`src/rtl/cm_deser_if.sv`:
```
// cm_deser_if: valid/ready bus bundle for the cm_deser stream deserializer.
// Input word stream (i_vld/o_rdy/i_data) and output frame stream (o_vld/i_rdy/o_data).
// Optional short-frame signals i_last/o_cnt exist only when CM_DESER_LAST_EN is defined.
interface cm_deser_if #(
    parameter int unsigned LEN   = 4,
    parameter type         DTYPE = logic [7:0]
);
    localparam int unsigned CNTW = $clog2(LEN + 1);

    logic             i_vld;
    logic             o_rdy;
    DTYPE             i_data;
    logic             o_vld;
    logic             i_rdy;
    DTYPE [LEN-1:0]   o_data;
`ifdef CM_DESER_LAST_EN
    logic             i_last;
    logic [CNTW-1:0]  o_cnt;

    modport slave  (input  i_vld, i_data, i_rdy, i_last,
                    output o_rdy, o_vld, o_data, o_cnt);
    modport master (output i_vld, i_data, i_rdy, i_last,
                    input  o_rdy, o_vld, o_data, o_cnt);
`else
    modport slave  (input  i_vld, i_data, i_rdy,
                    output o_rdy, o_vld, o_data);
    modport master (output i_vld, i_data, i_rdy,
                    input  o_rdy, o_vld, o_data);
`endif
endinterface

```
`src/rtl/cm_deser.sv`:
```
// cm_deser: gathers LEN consecutive words from a valid/ready stream into one
// parallel frame (o_data[0] = first word) on a valid/ready output stream.
// Full throughput: the completing word and the output beat may share a cycle.
// Optional feature macro: CM_DESER_LAST_EN (i_last terminates a short frame,
// unfilled slots are zero, o_cnt reports the number of valid words).
module cm_deser #(
    parameter int unsigned LEN   = 4,
    parameter type         DTYPE = logic [7:0]
) (
    input  logic        i_clk,
    input  logic        i_rst_n,
    cm_deser_if.slave   bus
);
    localparam int unsigned CW   = (LEN > 1) ? $clog2(LEN) : 1;
    localparam int unsigned BW   = (LEN > 1) ? LEN - 1 : 1;
    localparam int unsigned CNTW = $clog2(LEN + 1);
    localparam logic [CW-1:0] CNT_LAST = CW'(LEN - 1);

    if (LEN < 1) begin : g_len_chk
        $error("cm_deser: LEN must be >= 1");
    end

    logic [CW-1:0]   cnt_q, cnt_d;
    DTYPE [BW-1:0]   buf_q, buf_d;
    DTYPE [LEN-1:0]  out_q, out_d;
    logic            vld_q, vld_d;
    DTYPE [LEN-1:0]  frame;
    logic            completing;
    logic            in_beat;
    logic            out_beat;

`ifdef CM_DESER_LAST_EN
    logic [CNTW-1:0] ocnt_q, ocnt_d;
    assign completing = (cnt_q == CNT_LAST) || bus.i_last;
    assign bus.o_cnt  = ocnt_q;
`else
    assign completing = (cnt_q == CNT_LAST);
`endif

    // Only a completing word has to wait for the output register to drain.
    assign bus.o_rdy  = !completing || !vld_q || bus.i_rdy;
    assign in_beat    = bus.i_vld && bus.o_rdy;
    assign out_beat   = vld_q && bus.i_rdy;
    assign bus.o_vld  = vld_q;
    assign bus.o_data = out_q;

    // Next-state: collect words into the buffer, or assemble and publish a frame.
    always_comb begin
        cnt_d = cnt_q;
        buf_d = buf_q;
        out_d = out_q;
        vld_d = vld_q;
        frame = '0;
`ifdef CM_DESER_LAST_EN
        ocnt_d = ocnt_q;
`endif
        // Slots below cnt come from the buffer, slot cnt is the incoming word,
        // anything above stays zero (only reachable on a short frame).
        for (int unsigned i = 0; i < BW; i++) begin
            if (CW'(i) < cnt_q) begin
                frame[i] = buf_q[i];
            end
        end
        frame[cnt_q] = bus.i_data;

        if (out_beat) begin
            vld_d = 1'b0;
        end
        if (in_beat) begin
            if (completing) begin
                out_d = frame;
                vld_d = 1'b1;
                cnt_d = '0;
`ifdef CM_DESER_LAST_EN
                ocnt_d = CNTW'(cnt_q) + CNTW'(1);
`endif
            end else begin
                buf_d[cnt_q] = bus.i_data;
                cnt_d        = cnt_q + CW'(1);
            end
        end
    end

    // State registers with asynchronous active-low reset.
    always_ff @(posedge i_clk or negedge i_rst_n) begin
        if (!i_rst_n) begin
            cnt_q  <= '0;
            buf_q  <= '0;
            out_q  <= '0;
            vld_q  <= 1'b0;
`ifdef CM_DESER_LAST_EN
            ocnt_q <= '0;
`endif
        end else begin
            cnt_q  <= cnt_d;
            buf_q  <= buf_d;
            out_q  <= out_d;
            vld_q  <= vld_d;
`ifdef CM_DESER_LAST_EN
            ocnt_q <= ocnt_d;
`endif
        end
    end
endmodule

```
`src/flat_wrapper.sv`:
```
// flat-port wrapper written by rule: the top's interface ports become plain ports
module cm_deser_flat 
#(
    parameter int unsigned LEN   = 4,
    parameter type         DTYPE = logic [7:0]
)
  (i_clk, i_rst_n, bus_i_vld, bus_i_data, bus_i_rdy, bus_o_rdy, bus_o_vld, bus_o_data);
  cm_deser_if #(.LEN(LEN), .DTYPE(DTYPE)) bus_i ();
  input  logic i_clk;
  input  logic i_rst_n;
  input wire logic [$bits(bus_i.i_vld)-1:0] bus_i_vld;
  input wire logic [$bits(bus_i.i_data)-1:0] bus_i_data;
  input wire logic [$bits(bus_i.i_rdy)-1:0] bus_i_rdy;
  output wire logic [$bits(bus_i.o_rdy)-1:0] bus_o_rdy;
  output wire logic [$bits(bus_i.o_vld)-1:0] bus_o_vld;
  output wire logic [$bits(bus_i.o_data)-1:0] bus_o_data;
  assign bus_i.i_vld = bus_i_vld;
  assign bus_i.i_data = bus_i_data;
  assign bus_i.i_rdy = bus_i_rdy;
  assign bus_o_rdy = bus_i.o_rdy;
  assign bus_o_vld = bus_i.o_vld;
  assign bus_o_data = bus_i.o_data;
  cm_deser #(.LEN(LEN), .DTYPE(DTYPE)) u_core (.i_clk(i_clk), .i_rst_n(i_rst_n), .bus(bus_i));
endmodule
```
`config.mk`:
```
export PLATFORM = sky130hd
export DESIGN_NAME = cm_deser_flat
export DESIGN_NICKNAME = d
export VERILOG_FILES = /design/src/rtl/cm_deser_if.sv /design/src/rtl/cm_deser.sv /design/src/flat_wrapper.sv
export SDC_FILE = /design/constraint.sdc
export NUM_CORES = 1
export LEC_CHECK = 0
export BUFFER_PORTS_ARGS = -buffer_cell sky130_fd_sc_hd__buf_2
export CAP_MARGIN = 10
export CORE_MARGIN = 2
export CORE_UTILIZATION = 40
export DETAILED_ROUTE_END_ITERATION = 10
export HOLD_SLACK_MARGIN = 0.06
export SLEW_MARGIN = 40
export SYNTH_ARGS = -nofsm -noshare
export SYNTH_HDL_FRONTEND = slang
export SYNTH_SLANG_ARGS = --single-unit
```
`constraint.sdc`:
```
create_clock -name i_clk -period 1.7 [get_ports i_clk]
set_input_delay 0.17 -clock i_clk [delete_from_list [all_inputs] [get_ports i_clk]]
set_output_delay 0.17 -clock i_clk [all_outputs]
set_load 0.01 [all_outputs]
```
==> flow_summary.json <==
{
  "drive_above_1_share_pct": 60.94,
  "relSlewSlack_pct": 64.18,
  "synth_area_mm2": 0.002735,
  "synth-edff-count": 0,
  "final_cell_mix": "57 x dfrtp_1, 45 x buf_2, 36 x mux2_2",
  "leakage_nw": 1.608,
  "ant_nets": 0,
  "h-tree-depth": 3,
  "synthCells": 171,
  "fp.dieH_um": 86.69,
  "grt_pass1_wl_um": 8135,
  "grt_max_degree": 23,
  "synth_seq_area_share_pct": 53.98,
  "die_area_mm2": 0.007515,
  "viasPerCell": 4.885,
  "dieWidth_um": 86.69,
  "final-hold-violation-count": 0,
  "place_congestion": 0.6914,
  "r2r_setup_slack_ns": 0.08,
  "finalCriticalPeriod_ns": 1.617,
  "wire_per_inst_um": 15.87,
  "place_hpwl_um": 3525,
  "r2r_cells": 6,
  "antenna_found_initial": 0,
  "core_mm2": 0.006719,
  "wl_met3_um": 132,
  "final_common_cell": "dfrtp_1",
  "diodes": 0,
  "startpoint_type": "register",
  "synth_cell_types": 20,
  "worstSetupStartpoint": "u_core.cnt_q[0]",
  "drc": 0,
  "ir_worst_vdd_v": 0.0005663,
  "path_class": "register to register",
  "clk_latency_ns": 0.34,
  "cts.sinks": 59,
  "min_path_type": "primary input to register",
  "ys_ff_latch": 59,
  "timing.fmax_mhz": 618.6,
  "final.setup.tns_ns": 0,
  "fin_crit_sh_pct": 95.09,
  "setup_viol": 0,
  "cp.required_ns": 1.91,
  "grt_use_total_pct": 14.54,
  "critPathCapture": "u_core.bus.o_data[19]",
  "totalPowerFinal_mw": 6.581,
  "routed_wl_um": 4967,
  "rows": 30,
  "port_buffers": 45,
  "clk_pin_slew_ns": 0.06,
  "clock_skew_ns": 0.009397,
  "drt-pass1-iter-count": 4,
  "initial_core_util_pct": 40.71,
  "final_util_pct": 49.52,
  "syn_nets": 188,
  "cts_root_buffer": "clkbuf_8",
  "grt-ovfl-total": 0,
  "place_area_mm2": 0.003087,
  "nNetsFinal": 245,
  "arrival_ns": 1.83,
  "cts_tree": "yes",
  "status": "completed",
  "cts_buffer_depth": 2,
  "drt_iter0_drc": 37,
  "path_max_fanout": 8,
  "p_per_area_mw_per_mm2": 1978,
  "synth-main-ff-cell": "dfrtp_1",
  "final_area_mm2": 0.003327,
  "worst_pin_slew_ns": 0.5373,
  "wl_met1_um": 2356,
  "routed.top_layer": "met4",
  "area_growth_pct": 21.64,
  "reg2reg_to": "u_core.bus.o_data[19]",
  "maxSlewViolCount": 0,
  "grt_pass1_vias": 1578,
  "endpoint_kind": "register",
  "wl_met2_um": 2377,
  "whs_ns": 0.1149,
  "ys_warn_count": 0,
  "drv_cap": 0,
  "r2r-start": "u_core.cnt_q[0]",
  "vias": 1529,
  "rsz0062_at_grt": "no",
  "cts_buffers": 9,
  "syn_avg_cell_area_um2": 15.99,
  "synthArstFlopShare_pct": 100.0,
  "io_pins": 46
}
==> metrics by stage <==
step | instances | worst slack [ns]
6_report | 313 | 0.08350
5_1_grt | 313 | 0.003302
4_1_cts | 313 | 0.01884
3_5_place_dp | 296 | 0.02235
3_3_place_gp | 296 | 0.05908
2_1_floorplan | 171 | 0.1846
==> worst min path at each step <==
stage	from	endpoint	slack, ns	cells past startpoint
floorplan	i_rst_n	u_core.buf_q[0]	-0.13	0
detailed placement	i_rst_n	u_core.bus.o_data[22]	0.18	1
CTS	bus_i_rdy	u_core.bus.o_vld	0.11	3
global placement	i_rst_n	u_core.bus.o_data[14]	0.19	1
finish	bus_i_rdy	u_core.bus.o_vld	0.11	3
global route	bus_i_vld	u_core.bus.o_vld	0.13	3
==> flip-flops by register name, indices dropped and copies added, names as in the netlist <==
| register | flops |
|---|---|
| u_core.bus.o_data | 32 |
| u_core.buf_q | 24 |
| u_core.cnt_q | 2 |
| u_core.bus.o_vld | 1 |
==> cell usage after synthesis, types with 2 or more instances <==
master / number / area, um^2
dfrtp_1: 59 / 1476
ha_1: 5 / 62.56
a22o_1: 15 / 131.4
mux2_2: 36 / 405.4
nand2_1: 4 / 15.01
inv_1: 2 / 7.510
buf_12: 3 / 60.06
mux2_4: 30 / 450.4
and2b_1: 2 / 15.01
nand2_2: 4 / 25.02
buf_4: 2 / 15.01
==> cells by family (layout without fill, tap and decap cells) <==
| logic type | count (synthesis) | in the layout | synth area share [%] |
|---|---|---|---|
| muxes | 66 | 66 | 31.29 |
| AOI/OAI and AO/OA | 16 | 16 | 4.986 |
| buffers and inverters | 10 | 72 | 3.797 |
| adders and majority gates | 5 | 5 | 2.287 |
| DFF | 59 | 59 | 53.98 |
| and+or+nand+nor | 15 | 15 | 3.659 |
==> per-layer routing <==
metal  global-route usage (%)  vias up
li1                         -      731
met1                    19.30      764
met2                    22.45       26
met3                    3.238        8
met4                    7.244        0
met5                        0        -
==> area by class of cell <==
class	instances	area, um^2
clock inverter	4	72.57
fill	595	3392
tap	80	100.1
sequential	59	1479
clock buffer	12	155.1
multi-input combinational	102	1155
inverter	2	7.507
timing repair buffer	54	357.8
==> repair_timing <==
| action | CTS | global route |
|---|---|---|
| gates resized for setup | 0 | 2 |
| endpoints found under the setup margin | 0 | 55 |
| buffers inserted | 0 | 0 |
| hold buffers | 1 | 0 |
| endpoints found under the hold margin | 20 | 0 |
==> where the power goes <==
group / switching [mW] / internal [mW]
combinational: 1.09 / 1.62
sequential: 0.358 / 2.07
clock: 0.541 / 0.903
total: 1.98 / 4.60
==> worst max-delay path, cell delays in order, from the launching register on <==
cell	delay, ns
dfrtp_2	0.44
inv_1	0.09
ha_1	0.28
nor2b_1	0.07
buf_4	0.17
a22o_1	0.20
mux2_4	0.25
(Power assumes the default switching activity.)
